## config.mk

```make
export PLATFORM = sky130hd
export DESIGN_NAME = state_serializer
export DESIGN_NICKNAME = d
export VERILOG_FILES = /design/src/rtl/state_serializer.sv
export SDC_FILE = /design/constraint.sdc
export NUM_CORES = 2
export LEC_CHECK = 0
export ABC_AREA = 1
export CORE_AREA = 2 2 701 703
export DETAILED_ROUTE_END_ITERATION = 6
export DIE_AREA = 0 0 703 705
export PLACE_DENSITY_LB_ADDON = 0.12
export SETUP_SLACK_MARGIN = 0.02
export SYNTH_ARGS = -nofsm -noshare
export SYNTH_HDL_FRONTEND = slang
export SYNTH_SLANG_ARGS = --single-unit
```

## constraint.sdc

```tcl
create_clock -name clk -period 1.3 [get_ports clk]
set_input_delay 0.26 -clock clk [delete_from_list [all_inputs] [get_ports clk]]
set_output_delay 0.26 -clock clk [all_outputs]
set_load 0.01 [all_outputs]
```

## src/rtl/state_serializer.sv

```systemverilog
// Serialises a 1600-bit permutation state into eight 200-bit beats; beat 0 follows the load edge, one beat per accepted cycle.
// stopout holds the current beat in place; ready is low for the whole block, so a new load waits for the IDLE cycle.
module state_serializer (
  input  logic                   clk,
  input  logic                   reset,
  input  logic                   pushin,
  input  logic [4:0][4:0][63:0]  din,
  input  logic                   stopout,
  output logic                   ready,
  output logic                   pushout,
  output logic [2:0]             doutix,
  output logic [199:0]           dout
);

  typedef enum logic {
    IDLE = 1'b0,
    SEND = 1'b1
  } state_t;

  state_t              r_state;
  state_t              w_next_state;
  logic [2:0]          r_cnt;
  logic [1599:0]       r_hold;
  logic [1599:0]       w_flat;
  logic [7:0][199:0]   w_chunks;
  logic                w_load;
  logic                w_accept;
  logic                w_last;

  // Lane L = x + 5*y occupies flattened bits [64L+63:64L]; packed din order does not match this.
  always_comb begin
    w_flat = '0;
    for (int x = 0; x < 5; x++) begin
      for (int y = 0; y < 5; y++) begin
        w_flat[64*(x+5*y) +: 64] = din[x][y];
      end
    end
  end

  assign w_chunks = r_hold;
  assign w_load   = (r_state == IDLE) && pushin;
  assign w_accept = (r_state == SEND) && !stopout;
  assign w_last   = w_accept && (r_cnt == 3'd7);

  always_ff @(posedge clk) begin
    if (!reset) begin
      r_state <= IDLE;
    end else begin
      r_state <= w_next_state;
    end
  end

  always_comb begin
    w_next_state = r_state;
    unique case (r_state)
      IDLE:    if (w_load) w_next_state = SEND;
      SEND:    if (w_last) w_next_state = IDLE;
      default: w_next_state = IDLE;
    endcase
  end

  always_ff @(posedge clk) begin
    if (!reset) begin
      r_cnt  <= 3'd0;
      r_hold <= '0;
    end else if (w_load) begin
      r_cnt  <= 3'd0;
      r_hold <= w_flat;
    end else if (w_accept) begin
      // Wraps 7->0 exactly when the FSM drops back to IDLE.
      r_cnt  <= r_cnt + 3'd1;
    end
  end

  always_comb begin
    ready   = 1'b1;
    pushout = 1'b0;
    doutix  = 3'd0;
    dout    = '0;
    if (r_state == SEND) begin
      ready   = 1'b0;
      pushout = 1'b1;
      doutix  = r_cnt;
      dout    = w_chunks[r_cnt];
    end
  end

endmodule

```

**Word-level counts from Yosys, hierarchy flattened**

Cells that the tools add are included.

- Output and inout bits: 205
- Register bits: 1,604

- Equality and inequality tests: 1
- Reductions and logical operators: 5
- Bitwise logic cells: 2
- Muxes and demuxes: 9
- Add/subtract/negate cells: 1
- $lt $le $gt $ge: 1

Operators by type and width:

| cell | count |
|---|---|
| 200-bit binary-select mux with 3-bit select | 1 |
| 200-bit 2-to-1 mux | 2 |
| 3-bit by 4-bit < comparator with 1-bit output, second input constant | 1 |
| 1-bit 2-to-1 mux | 4 |
| 3-bit by 1-bit adder with 3-bit output, second input constant | 1 |
| 3-bit equality test, second input constant | 1 |
| 1-bit logical AND | 3 |
| 3-bit 2-to-1 mux | 1 |
| 1-bit inverter | 2 |
| 1-bit one-hot mux with 2 select lines | 1 |
| 2-bit OR reduction | 1 |
| 1-bit logical NOT | 1 |

**Logic depth before layout (Yosys ltp)**

- Depth after elaboration: 5
- Depth in mapped cells: 8
- Gate-level depth less buffers: 6

**Worst setup path before layout**

Ideal clock, no wire load.

- Path kind: register -> output
- Start: register r_state
- End: output port dout[10]
- Cell stages (with the launch flop): 7
- Arrival: 1.278 ns
- Setup slack: -0.238 ns
- Path through: dfxtp_1 nand2_1 inv_1 clkbuf_1 clkbuf_1 nand2_1 nand2_1

- Cells in the longest elaborated chain, start to end: 1

Ends and longest elaborated chain:

| item | RTL line | text |
|---|---|---|
| from (decl) | 20 | `state_t r_state;` |
| from (signal assigned) | 49 | `r_state <= w_next_state;` |
| 200-bit 2-to-1 mux | 80 | `if (r_state == SEND) begin` |
| to (decl) | 12 | `output logic [199:0] dout` |

No other way between the ends.

**Worst setup path after layout**

- Start: register r_cnt[0]
- End: output port dout[31]

- Cells in the longest elaborated chain, start to end: 3

Ends and longest elaborated chain:

| item | RTL line | text |
|---|---|---|
| from (decl) | 22 | `logic [2:0] r_cnt;` |
| from (signal assigned) | 71 | `r_cnt <= r_cnt + 3'd1;` |
| 200-bit binary-select mux with 3-bit select | 84 | `dout = w_chunks[r_cnt];` |
| 200-bit 2-to-1 mux (implied by the code) | 84 |  |
| 200-bit 2-to-1 mux | 80 |  |

No other way between the ends. The select of a mux whose other input is x is not followed.

==> reports/qor.txt <==
Final core utilization: 0.2788
Worst Hold Launch: din[414]
Simple-gate area share of the yosys netlist: 0.1922
Synth Net Count: 12280
Dominant cell type by area after synthesis: dfxtp_1
Skew-Pair Late Insertion Delay: 0.95 ns
Global-route wire length before repair: 668.6 mm
Total Wirelength: 492.1 mm
FF-to-FF Start: r_state
Pleak: 59.59 nW
Synth Area in XOR/XNOR: 0
CTS H-tree depth: 4
Slew headroom: 0.5895
Fillers: 54003
Pre-antenna DRT Iters: 5
TritonCTS Sinks: 1604
Hold Slack: 0.08572 ns
CTS root buffer: clkbuf_16
Core Area: 0.4881 mm^2
Worst Setup Path Type: reg -> out
Reg2reg path depth: 9
WL per Instance: 22.35 um
Max-Cap Viols: 0
Yosys top cell area share: 0.4467
Fin Clk Skew: 0.08407 ns
DRT met1 WL: 195.4 mm
Mux cell area share after synthesis: 0
Detailed Place HPWL: 385.8 mm
Cell variety after synth: 15
Tmin final: 3.008 ns
Power density cells: 1114 mW/mm^2
Worst hold stages: 3
Unrepaired setup endpoints after global routing: yes
Peak VDD IR: 1.087 mV
Detailed-route vias per instance: 3.916
Slack of the critical path: -1.708 ns
Largest family of logic cells by synthesized area: compound AO/OA/AOI/OAI gates
I/O pin count: 1809
Finish-stage setup viols: 1809
Layout cells sized above 1: 0.2046
Remaining DRCs: 0
Seq/Total Area, Yosys: 0.4467
Gr usage total: 0.1892
Hold Path Class: in -> reg
Worst Hold End: r_hold[414]
Final Hold Fails: 0
CP endpoint kind: output pin
Crit share post-route: 2.314
Total of warnings raised by yosys: 0
Synth top area cells: dfxtp_1, nand2_1, a21oi_1, o21ai_0, inv_1
Max Fclk: 0.3325 GHz
Num CTS Buffers: 223
Synthesized-area fraction occupied by ao, oa, aoi and oai cells: 0.2231
Vias in the first global route: 87494
Wire length on met3: 24.41 mm
Routability cong.: 0.8644
Crit-path max FO: 8
Antenna violations before repair: 298
Failing checks: negative setup slack
Post-synthesis cell count: 10674
Worst EP required: 1.04 ns
Clock-pin slew on the worst setup and hold paths: 0.06 ns
RR Endpoint: r_hold[135]
Layout overhead on the synthesized area: 89.35%
Met2 WL: 249.8 mm
Die H: 705 um
Post-synthesis cell area: 0.07188 mm^2
Number of nets in the layout: 16853
Highest Signal Layer: met5
Remaining global-route overflow: 0
CTS tree: yes
Width of the die: 703 um
R2R Setup Slk: -0.70 ns
Drt initial violations: 4086
Largest net degree at the start of global routing: 76
Least-Margin Pin Slew: 0.6094 ns
Number of synthesized register bits: 1604
I/O Buffers: 1808
Avg Synthesized Cell Area: 6.734 um^2
FP Rows: 257
Final Power: 0.1517 W
DRT antenna net count: 0
Crit path DAT: 2.75 ns
Synth Area in Adders: 0.0003481
Die area: 0.4956 mm^2
Status: complete, but fails checks
Clock buffer depth: 4
Startpoint type of the worst setup path: flip-flop
Routed vias: 86238
Initial Utilization: 0.1473
Fin. max-slew vios: 0
cell type report:
type	count	area, um^2	area share
timing repair buffer	5191	50830	0.3734
sequential	1604	32120	0.2360
multi-input combinational	6620	31210	0.2293
tap	6475	8102	0.05952
clock buffer	333	6496	0.04773
inverter	1607	6068	0.04458
clock inverter	69	983.4	0.007225
antenna	121	302.8	0.002225
stage by stage:
stage / std cells / instance area, um^2 / setup TNS, ns / worst slack [ns]
3_3_place_gp: 20266 / 113600 / -1281.18 / -1.218
5_1_grt: 21977 / 136000 / -1050.78 / -1.840
2_1_floorplan: 10674 / 72730 / -8.162 / -0.05195
4_1_cts: 21855 / 134600 / -967.15 / -1.862
3_5_place_dp: 20266 / 113600 / -1300.28 / -1.218
6_report: 22020 / 136100 / -872.63 / -1.708
synth_stat cells:
| master | number |
|---|---|
| a21oi_1 | 1604 |
| clkbuf_1 | 304 |
| nand2_2 | 1 |
| dfxtp_1 | 1604 |
| nor2_1 | 2 |
| nand2_1 | 2610 |
| o21ai_0 | 1601 |
| inv_1 | 1605 |
| nand3_1 | 800 |
| ha_1 | 2 |
| buf_6 | 9 |
| buf_4 | 8 |
| buf_2 | 478 |
| inv_2 | 2 |
| buf_1 | 44 |
where the power goes:
group	switching, W	internal [W]	leakage (nW)
clock network	0.0265	0.0380	3.67
logic	0.0161	0.0171	42.6
registers	0.000874	0.0531	13.3
total	0.0435	0.108	59.6
cell families (layout without fill, tap and decap cells):
group           Yosys count  after routing
compound gates         3205           3205
fa+ha+maj                 2              2
buf+inv                2450           7200
flops                  1604           1604
other cells               0            121
simple gates           3413           3413
flip-flops by register name, indices dropped and copies added, names as in the netlist:
name	count
r_hold	1600
r_cnt	3
r_state	1
timing repair:
item / 4_1_cts / 5_1_grt
hold endpoints to repair: 1101 / 0
setup buffers: 80 / 32
hold buffers: 1077 / 0
cloned: 31 / 17
endpoints found under the setup margin: 1809 / 1809
pin swaps: 22 / 43
gates resized for setup: 612 / 370
critical path, cell delays in order, from the launching register on:
cell	delay [ns]
dfxtp_4	0.42
buf_16	0.18
buf_12	0.14
clkbuf_16	0.15
buf_4	0.13
nand2_1	0.12
nand3_1	0.13
nand2_2	0.15
nand2_2	0.08
buf_12	0.14
nand2_4	0.10
buf_2	0.14
cells in the final DEF, fill, tap and decap left out, drive strengths merged:
master         netlist  layout
ha                   2       2
clkdlybuf4s15        0      24
clkbuf             304     374
dlygate4sd2          0      62
nand2             2611    2611
buf                539    2373
dfxtp             1604    1604
nand3              800     800
bufinv               0      18
o21ai             1601    1601
diode                0     121
bufbuf               0       8
clkdlybuf4s50        0    1606
clkinv               0      39
nor2                 2       2
inv               1607    1616
clkinvlp             0       3
a21oi             1604    1604
dlygate4sd3          0    1077
per-layer routing:
layer / GRT usage / vias up
met5: 0 / -
met3: 0.03550 / 880
met1: 0.2133 / 39865
met2: 0.3482 / 2070
li1: - / 43287
met4: 0.07341 / 136
worst max-delay path by stage:
stage                  start   endpoint  slack, ns  cells past startpoint
floorplan           r_cnt[1]  dout[131]      -0.05                      7
global placement    r_cnt[0]   dout[91]      -1.22                     10
detailed placement  r_cnt[0]   dout[91]      -1.22                     10
CTS                 r_cnt[1]  dout[135]      -1.86                     10
global route        r_cnt[0]   dout[98]      -1.84                     10
finish              r_cnt[0]   dout[31]      -1.71                     11
No activity file was read; power rests on OpenSTA's default activity.
